$ cat src/rtl/fetch_stage_reg_pkg.sv
// rtl/fetch_stage_reg_pkg.sv - fetch_pkg: default sizes, fetch bundle type and lane expansion helper
package fetch_pkg;

   localparam int FETCH_WIDTH_DEF = 2;
   localparam int PC_W_DEF        = 32;

   // Bundle is sized for the largest legal configuration (8 lanes, 64-bit PC)
   // so one type serves every instance; callers slice what they need.
   localparam int FETCH_W_MAX = 8;
   localparam int PC_W_MAX    = 64;
   localparam int LANE_W_MAX  = 3;

   typedef struct packed {
      logic [FETCH_W_MAX-1:0][PC_W_MAX-1:0] lane_pc;
      logic [FETCH_W_MAX-1:0]               lane_valid;
      logic                                 pred_taken;
   } fetch_bundle_t;

   // Lane index width: ceil(log2(fetch_width)), never below one bit.
   function automatic int lane_bits(input int fetch_width);
      int lw;
      lw = 0;
      for (int k = 0; k < LANE_W_MAX; k++) begin
         if ((1 << lw) < fetch_width) lw++;
      end
      return (lw < 1) ? 1 : lw;
   endfunction

   // Expand one fetch PC into per-lane PCs and the lane-valid mask.
   // Lanes below the entry offset are dead; lanes after a predicted-taken
   // branch are dead; a prediction below the entry offset is stale and dropped.
   function automatic fetch_bundle_t make_bundle(
      input logic [PC_W_MAX-1:0]   pc,
      input logic                  pred_taken,
      input logic [LANE_W_MAX-1:0] pred_lane,
      input int                    fetch_width,
      input int                    pc_w
   );
      fetch_bundle_t         b;
      logic [PC_W_MAX-1:0]   pc_mask;
      logic [PC_W_MAX-1:0]   lane_mask;
      logic [PC_W_MAX-1:0]   base;
      logic [LANE_W_MAX-1:0] off;
      logic [LANE_W_MAX-1:0] lane;
      logic [LANE_W_MAX-1:0] idx;
      logic                  eff_taken;

      b         = '0;
      pc_mask   = (pc_w >= PC_W_MAX) ? '1 : ((64'd1 << pc_w) - 64'd1);
      lane_mask = 64'(fetch_width - 1);
      base      = pc & pc_mask & ~((64'd1 << (2 + lane_bits(fetch_width))) - 64'd1);
      off       = (fetch_width == 1) ? '0 : LANE_W_MAX'((pc >> 2) & lane_mask);
      lane      = pred_lane & LANE_W_MAX'(lane_mask);
      eff_taken = pred_taken && (lane >= off);

      for (int i = 0; i < FETCH_W_MAX; i++) begin
         if (i < fetch_width) begin
            idx             = LANE_W_MAX'(i);
            b.lane_pc[i]    = (base + 64'(4 * i)) & pc_mask;
            b.lane_valid[i] = (idx >= off) && (!eff_taken || (idx <= lane));
         end
      end
      b.pred_taken = eff_taken;
      return b;
   endfunction

endpackage

$ cat src/rtl/fetch_stage_reg_if.sv
// rtl/fetch_stage_reg_if.sv - IF1 -> stage -> IF2 handshake bundle with master/slave views
interface fetch_stage_reg_if #(
   parameter int FETCH_WIDTH = fetch_pkg::FETCH_WIDTH_DEF,
   parameter int PC_W        = fetch_pkg::PC_W_DEF
);
   localparam int LANE_W = (FETCH_WIDTH > 1) ? $clog2(FETCH_WIDTH) : 1;

   logic                        in_valid;
   logic                        in_ready;
   logic [PC_W-1:0]             in_pc;
   logic                        in_pred_taken;
   logic [LANE_W-1:0]           in_pred_lane;

   logic                        out_valid;
   logic                        out_ready;
   logic [FETCH_WIDTH*PC_W-1:0] out_lane_pc;
   logic [FETCH_WIDTH-1:0]      out_lane_valid;
   logic                        out_pred_taken;

   // Surrounding pipeline: IF1 drives requests, IF2 drives out_ready.
   modport master (
      output in_valid, in_pc, in_pred_taken, in_pred_lane, out_ready,
      input  in_ready, out_valid, out_lane_pc, out_lane_valid, out_pred_taken
   );

   // The pipeline register itself.
   modport slave (
      input  in_valid, in_pc, in_pred_taken, in_pred_lane, out_ready,
      output in_ready, out_valid, out_lane_pc, out_lane_valid, out_pred_taken
   );
endinterface

$ cat src/rtl/fetch_stage_reg_skid.sv
// rtl/fetch_stage_reg_skid.sv - fetch_skid_slot: one-entry holding buffer with flush
module fetch_skid_slot #(
   parameter int DW = 1
) (
   input  logic          clk,
   input  logic          rstn,
   input  logic          flush,
   input  logic          push,
   input  logic          pop,
   input  logic [DW-1:0] push_data,
   output logic          full,
   output logic [DW-1:0] data
);

   // Capture on push, release on pop; flush discards the held entry.
   always_ff @(posedge clk or negedge rstn) begin
      if (!rstn) begin
         full <= 1'b0;
         data <= '0;
      end else if (flush) begin
         full <= 1'b0;
      end else if (push) begin
         full <= 1'b1;
         data <= push_data;
      end else if (pop) begin
         full <= 1'b0;
      end
   end

endmodule

$ cat src/rtl/fetch_stage_reg.sv
// rtl/fetch_stage_reg.sv - IF1->IF2 fetch pipeline register; optional skid slot under FETCH_SKID_EN
module fetch_stage_reg
   import fetch_pkg::*;
#(
   parameter int FETCH_WIDTH = FETCH_WIDTH_DEF,
   parameter int PC_W        = PC_W_DEF
) (
   input  logic             clk,
   input  logic             rstn,
   input  logic             flush,
   fetch_stage_reg_if.slave bus
);

   localparam int LANE_W = (FETCH_WIDTH > 1) ? $clog2(FETCH_WIDTH) : 1;

   logic                        in_ready_w;
   logic                        accept;
   logic                        load;

   logic                        out_valid_q;
   logic [FETCH_WIDTH*PC_W-1:0] lane_pc_q;
   logic [FETCH_WIDTH-1:0]      lane_valid_q;
   logic                        pred_q;

   logic [FETCH_WIDTH*PC_W-1:0] ld_pc;
   logic [FETCH_WIDTH-1:0]      ld_mask;
   logic                        ld_pt;

   fetch_bundle_t               nb;
   logic [FETCH_WIDTH*PC_W-1:0] nb_pc;
   logic [FETCH_WIDTH-1:0]      nb_mask;
   logic                        nb_pt;
   logic                        unused_nb;

   // Expand the incoming fetch PC into the lane bundle and flatten it to this instance's widths.
   always_comb begin
      nb      = make_bundle(PC_W_MAX'(bus.in_pc), bus.in_pred_taken,
                            LANE_W_MAX'(bus.in_pred_lane), FETCH_WIDTH, PC_W);
      nb_pc   = '0;
      for (int i = 0; i < FETCH_WIDTH; i++) begin
         nb_pc[i*PC_W +: PC_W] = nb.lane_pc[i][PC_W-1:0];
      end
      nb_mask = nb.lane_valid[FETCH_WIDTH-1:0];
      nb_pt   = nb.pred_taken;
   end

   // Lanes/bits above this instance's configuration are never used.
   assign unused_nb = ^nb;

   // A flush kills the same-cycle input regardless of the handshake.
   assign accept = bus.in_valid && in_ready_w && !flush;

`ifdef FETCH_SKID_EN
   localparam int BW = FETCH_WIDTH*PC_W + FETCH_WIDTH + 1;

   logic          out_free;
   logic          skid_full;
   logic          skid_push;
   logic          skid_pop;
   logic [BW-1:0] skid_data;

   // in_ready comes straight from a flop, so out_ready never reaches it combinationally.
   assign out_free   = !out_valid_q || bus.out_ready;
   assign in_ready_w = !skid_full;
   assign skid_push  = accept && !out_free;
   assign skid_pop   = skid_full && out_free;
   assign load       = skid_pop || (accept && out_free);

   fetch_skid_slot #(.DW(BW)) u_skid (
      .clk       (clk),
      .rstn      (rstn),
      .flush     (flush),
      .push      (skid_push),
      .pop       (skid_pop),
      .push_data ({nb_pc, nb_mask, nb_pt}),
      .full      (skid_full),
      .data      (skid_data)
   );

   // The skid entry is older than anything on the input, so it always goes first.
   assign {ld_pc, ld_mask, ld_pt} = skid_full ? skid_data : {nb_pc, nb_mask, nb_pt};
`else
   assign in_ready_w = !out_valid_q || bus.out_ready;
   assign load       = accept;
   assign {ld_pc, ld_mask, ld_pt} = {nb_pc, nb_mask, nb_pt};
`endif

   // Output stage: flush clears, load refills, a taken bundle empties; otherwise hold.
   always_ff @(posedge clk or negedge rstn) begin
      if (!rstn) begin
         out_valid_q  <= 1'b0;
         lane_pc_q    <= '0;
         lane_valid_q <= '0;
         pred_q       <= 1'b0;
      end else if (flush) begin
         out_valid_q  <= 1'b0;
         lane_valid_q <= '0;
         pred_q       <= 1'b0;
      end else if (load) begin
         out_valid_q  <= 1'b1;
         lane_pc_q    <= ld_pc;
         lane_valid_q <= ld_mask;
         pred_q       <= ld_pt;
      end else if (bus.out_ready) begin
         out_valid_q  <= 1'b0;
         lane_valid_q <= '0;
         pred_q       <= 1'b0;
      end
   end

   assign bus.in_ready       = in_ready_w;
   assign bus.out_valid      = out_valid_q;
   assign bus.out_lane_pc    = lane_pc_q;
   assign bus.out_lane_valid = lane_valid_q;
   assign bus.out_pred_taken = pred_q;

endmodule

$ cat src/flat_wrapper.sv
// flat-port wrapper written by rule: the top's interface ports become plain ports
module fetch_stage_reg_flat import fetch_pkg::*;
#(
   parameter int FETCH_WIDTH = FETCH_WIDTH_DEF,
   parameter int PC_W        = PC_W_DEF
)
  (clk, rstn, flush, bus_in_valid, bus_in_pc, bus_in_pred_taken, bus_in_pred_lane, bus_out_ready, bus_in_ready, bus_out_valid, bus_out_lane_pc, bus_out_lane_valid, bus_out_pred_taken);
  fetch_stage_reg_if #(.FETCH_WIDTH(FETCH_WIDTH), .PC_W(PC_W)) bus_i ();
  input  logic clk;
  input  logic rstn;
  input  logic flush;
  input wire logic [$bits(bus_i.in_valid)-1:0] bus_in_valid;
  input wire logic [$bits(bus_i.in_pc)-1:0] bus_in_pc;
  input wire logic [$bits(bus_i.in_pred_taken)-1:0] bus_in_pred_taken;
  input wire logic [$bits(bus_i.in_pred_lane)-1:0] bus_in_pred_lane;
  input wire logic [$bits(bus_i.out_ready)-1:0] bus_out_ready;
  output wire logic [$bits(bus_i.in_ready)-1:0] bus_in_ready;
  output wire logic [$bits(bus_i.out_valid)-1:0] bus_out_valid;
  output wire logic [$bits(bus_i.out_lane_pc)-1:0] bus_out_lane_pc;
  output wire logic [$bits(bus_i.out_lane_valid)-1:0] bus_out_lane_valid;
  output wire logic [$bits(bus_i.out_pred_taken)-1:0] bus_out_pred_taken;
  assign bus_i.in_valid = bus_in_valid;
  assign bus_i.in_pc = bus_in_pc;
  assign bus_i.in_pred_taken = bus_in_pred_taken;
  assign bus_i.in_pred_lane = bus_in_pred_lane;
  assign bus_i.out_ready = bus_out_ready;
  assign bus_in_ready = bus_i.in_ready;
  assign bus_out_valid = bus_i.out_valid;
  assign bus_out_lane_pc = bus_i.out_lane_pc;
  assign bus_out_lane_valid = bus_i.out_lane_valid;
  assign bus_out_pred_taken = bus_i.out_pred_taken;
  fetch_stage_reg #(.FETCH_WIDTH(FETCH_WIDTH), .PC_W(PC_W)) u_core (.clk(clk), .rstn(rstn), .flush(flush), .bus(bus_i));
endmodule
$ cat config.mk
export PLATFORM = sky130hd
export DESIGN_NAME = fetch_stage_reg_flat
export DESIGN_NICKNAME = d
export VERILOG_FILES = /design/src/rtl/fetch_stage_reg_pkg.sv /design/src/rtl/fetch_stage_reg_if.sv /design/src/rtl/fetch_stage_reg_skid.sv /design/src/rtl/fetch_stage_reg.sv /design/src/flat_wrapper.sv
export SDC_FILE = /design/constraint.sdc
export NUM_CORES = 1
export LEC_CHECK = 0
export ABC_AREA = 1
export CORE_AREA = 2 2 68 70
export CTS_CLUSTER_DIAMETER = 120
export DETAILED_ROUTE_END_ITERATION = 8
export DIE_AREA = 0 0 70 72
export PLACE_DENSITY = 0.85
export SYNTH_ARGS = -nofsm -noshare
export SYNTH_HDL_FRONTEND = slang
export SYNTH_SLANG_ARGS = --single-unit
export TNS_END_PERCENT = 10
$ cat constraint.sdc
create_clock -name clk -period 1.58 [get_ports clk]
set_input_delay 0.316 -clock clk [delete_from_list [all_inputs] [get_ports clk]]
set_output_delay 0.316 -clock clk [all_outputs]
set_load 0.005 [all_outputs]
After elaboration in Yosys (flattened, before gate mapping). Cells that the tools add are included.

Logic and storage cells: 32. Bits of input ports: 39. Flip-flop bits (word level): 65. Output and inout port bits: 69.

Reduce and logical (&&, ||, !) cells: 13. Bitwise logic cells: 1. $lt $le $gt $ge: 5. Multiplexer cells: 8. $add $sub $neg: 1.

Operator list (number): adder 32 x 3 -> 32 bit, second input constant (1); 2-to-1 mux 2 bit (3); logical AND 1 bit (5); 2-to-1 mux 1 bit (5); zero test 1 bit (3); logical OR 1 bit (3); nonzero test 3 bit (1); >= comparator 1 bit, first input constant (2); <= comparator 1 bit, first input constant (2); AND reduction 2 bit (1); >= comparator 1 bit (1); NOT 1 bit (1).

Depth between registers and ports, before layout.
Depth in word-level cells: 7. Gate-level depth with buffers: 6. Mapped depth without buffers: 5.

Worst setup path after synthesis. OpenSTA, ideal clock, no wires.

Path type: flip-flop to flip-flop. Start: reg u_core.out_valid_q, in the netlist u_core.bus.out_valid. End: reg u_core.lane_pc_q[35], in the netlist u_core.bus.out_lane_pc[35]. Cell stages (with the launch flop): 7. Arrival: 898 ps. Period minus slack after synthesis: 963 ps. Slack: 617 ps. Required time: 1515 ps. Buffers on the path: 1. Cell sequence: dfrtp_1 inv_1 nor2_2 nor2_4 buf_8 nand2_1 nand2_1.

Word-level cells in the longest chain between the ends: 5.

RTL lines: start, declared (RTL line fetch_stage_reg.sv:20) `logic out_valid_q;`; start signal, assigned (RTL line fetch_stage_reg.sv:91) `out_valid_q <= 1'b0;`; start signal, assigned (RTL line fetch_stage_reg.sv:96) `out_valid_q <= 1'b0;`; start signal, assigned (RTL line fetch_stage_reg.sv:100) `out_valid_q <= 1'b1;`; zero test 1 bit (RTL line fetch_stage_reg.sv:83) `assign in_ready_w = !out_valid_q || bus.out_ready;`; logical OR 1 bit (RTL line fetch_stage_reg.sv:83); logical AND 1 bit (2 in a row) (RTL line fetch_stage_reg.sv:51) `assign accept = bus.in_valid && in_ready_w && !flush;`; AND reduction 2 bit (no line); end signal, assigned (RTL line fetch_stage_reg.sv:101) `lane_pc_q <= ld_pc;`; end, declared (RTL line fetch_stage_reg.sv:21) `logic [FETCH_WIDTH*PC_W-1:0] lane_pc_q;`.

No other way between the ends. A chain may end at the register's enable or synchronous reset.

==> impl_metrics.json <==
{
  "nets": 305,
  "cts_root_buffer": "clkbuf_8",
  "h-tree-depth": 2,
  "r2r-end": "u_core.bus.out_lane_pc[34]$_DFFE_PN0P_",
  "grt_pass1_vias": 1290,
  "yosys.area.top_type_share_pct": 51.7,
  "ys_top_cells_by_area": "dfrtp_1 (52%), nand2_1 (21%), buf_4 (16%)",
  "grt_use_total_pct": 14.9,
  "clk_path_buf_depth": 2,
  "ant_nets": 0,
  "top_layer": "met4",
  "drtIter0Drc": 61,
  "synth_top_area_cell": "dfrtp_1",
  "start_util_pct": 38.6,
  "ios": 108,
  "hp-class": "flip-flop to flip-flop",
  "setup.worst_path.start": "u_core.bus.out_lane_pc[57]$_DFFE_PN0P_",
  "synth_cell_types": 16,
  "synth_top_family_by_area": "simple AND/OR/NAND/NOR gates",
  "wl_met3_um": 366,
  "dp_slack_ps": -247,
  "cts_buffers": 5,
  "drc": 0,
  "final_core_util_pct": 59.4,
  "crit_slowest_cell": "clkdlybuf4s50_1",
  "synth_compound_area_share_pct": 0.456,
  "viasPerCell": 4.32,
  "path_clk_slew_ps": 70,
  "crit_cells": 1,
  "cp.required_ps": 1260,
  "final_hold_viol_count": 0,
  "coreArea_um2": 4260,
  "timing.rr.start": "u_core.bus.out_valid$_DFFE_PN0P_",
  "syn-cell-area_um2": 1650,
  "clock-sinks": 34,
  "grt.overflow.total": 0,
  "fmax_ghz": 0.666,
  "period_share_pct": 95.0,
  "r2r_setup_slack_ps": 350,
  "rows": 24,
  "finClkSkew_ps": 4.78,
  "die_area_um2": 5040,
  "fp.dieW_um": 70,
  "yosys_warnings": 0,
  "status": "finished, final reports clean",
  "syn_area_per_cell_um2": 8.71,
  "grt_pass1_wl_um": 5960,
  "cts_tree": "yes",
  "wl_per_cell_um": 12.2,
  "setup_viol": 0,
  "layout_setup_ws_ps": 78.8,
  "p_leak_nw": 1.23,
  "rsz0062_at_grt": "false",
  "rr_worst_depth": 4,
  "antenna_cells": 0,
  "finalWorstPathRequiredPeriod_ps": 1500,
  "worstPathArrival_ps": 1190,
  "post_cts_buffers": 0,
  "synth_xor_area_share_pct": 0,
  "hpwl_um": 2760,
  "cp-end-kind": "output port",
  "min_from": "u_core.bus.out_lane_pc[34]$_DFFE_PN0P_",
  "timing.critical_path.from_type": "flip-flop",
  "path_cells": "clkdlybuf4s50_1",
  "power_mw": 2.44,
  "m1WireLength_um": 1560,
  "ys_ff_latch": 34,
  "ir_drop_uv": 577,
  "met2_length_um": 1910,
  "max_cap_viol_count": 0,
  "synthMuxAreaShare_pct": 0,
  "worst-setup-path-type": "flip-flop to output port",
  "wirelength_um": 3890,
  "vias": 1375,
  "crit_family": "buffers and inverters",
  "netlist_instances": 189,
  "die_y_um": 72,
  "place.gp.congestion": 0.720,
  "io_buffers": 100,
  "yosys.area_share.simple_pct": 26.4,
  "worstSkewPairLatency_ps": 270,
  "synth_seq_area_share_pct": 51.7,
  "crit_buf_inv": 1,
  "firstDrtPassIters": 4,
  "crit_path_max_fanout": 3,
  "p_per_area_nw_per_um2": 962,
  "final-max-slew-violation-count": 0,
  "antenna_found_initial": 0,
  "holdPathStages": 1,
  "drive_gt1_share_pct": 7.52,
  "grt_max_degree": 34,
  "syn_to_final_growth_pct": 54.1,
  "min_to": "u_core.bus.out_lane_pc[34]$_DFFE_PN0P_",
  "synth_fa_ha_area_share_pct": 0,
  "cpPeakStageDelay_ps": 530
}
[placed cells by master, fill, tap and decap left out, types with 3 or more instances in the layout]
cell / instances
clkdlybuf4s50_1: 96
nand2_1: 92
dfrtp_1: 34
nand2_2: 6
conb_1: 5
clkbuf_8: 5
inv_1: 4
nand3_1: 4
buf_4: 3
[cell usage after synthesis]
| library cell | number |
|---|---|
| inv_2 | 1 |
| buf_6 | 5 |
| inv_1 | 4 |
| nand3_1 | 4 |
| nor2_4 | 1 |
| buf_4 | 34 |
| nor2_1 | 2 |
| a21boi_0 | 1 |
| nand2_2 | 6 |
| dfrtp_1 | 34 |
| buf_8 | 1 |
| conb_1 | 1 |
| nand2_1 | 92 |
| nor2_2 | 1 |
| or2_1 | 1 |
| clkinv_1 | 1 |
[sequential cells by signal (all words and copies together) (netlist names)]
register	count
u_core.bus.out_pred_taken	1
u_core.bus.out_lane_valid	2
u_core.bus.out_lane_pc	30
u_core.bus.out_valid	1
[layer usage]
layer | vias to the layer above | track usage, %
met3 | 8 | 5.56
li1 | 677 | -
met4 | 0 | 3.85
met2 | 69 | 27.1
met1 | 621 | 16.5
met5 | - | 0
[area by class of cell]
| class | instances | area (µm²) |
|---|---|---|
| Fill cell | 384 | 1730 |
| Timing Repair Buffer | 105 | 1050 |
| Sequential cell | 34 | 851 |
| Multi-Input combinational cell | 114 | 472 |
| Clock buffer | 7 | 76.3 |
| Tap cell | 52 | 65.1 |
| Inverter | 6 | 22.5 |
[stage by stage]
stage / cell area (µm²) / cells / hold WS [ps] / TNS [ps]
after global placement: 2440 / 309 / 270 / -6760
after floorplan: 1660 / 193 / 20.4 / 0
after global routing: 2530 / 318 / 488 / 0
final: 2530 / 318 / 472 / 0
after CTS: 2520 / 317 / 477 / 0
after detailed placement: 2440 / 309 / 270 / -7280
[how the worst max path moves through the flow]
| stage | endpoint | slack (ps) |
|---|---|---|
| floorplan | u_core.bus.out_lane_pc[35]$_DFFE_PN0P_ | 620 |
| global placement | u_core.bus.out_pred_taken$_DFFE_PN0P_ | -210 |
| global route | bus_out_lane_pc[25] | 20 |
| finish | bus_out_lane_pc[25] | 80 |
| detailed placement | u_core.bus.out_lane_pc[38]$_DFFE_PN0P_ | -250 |
| CTS | bus_out_valid | 30 |
[where the power goes]
part           total, mW  internal [mW]  switching, mW
logic              0.770          0.521          0.249
clock network      0.586          0.303          0.283
registers           1.08          0.990         0.0933
total               2.44           1.81          0.626
[cell families after synthesis]
family          Yosys count
flops                    34
compound gates            1
buf+inv                  46
simple gates            107
other cells               1
[repair_timing]
action,in CTS,in global routing
endpoints found under the setup margin,1,27
hold buffers,1,0
cloned,0,1
endpoints found under the hold margin,18,0
resized for setup,2,2
pin swaps,0,1
Note: power is estimated with default switching activity, not from simulation.
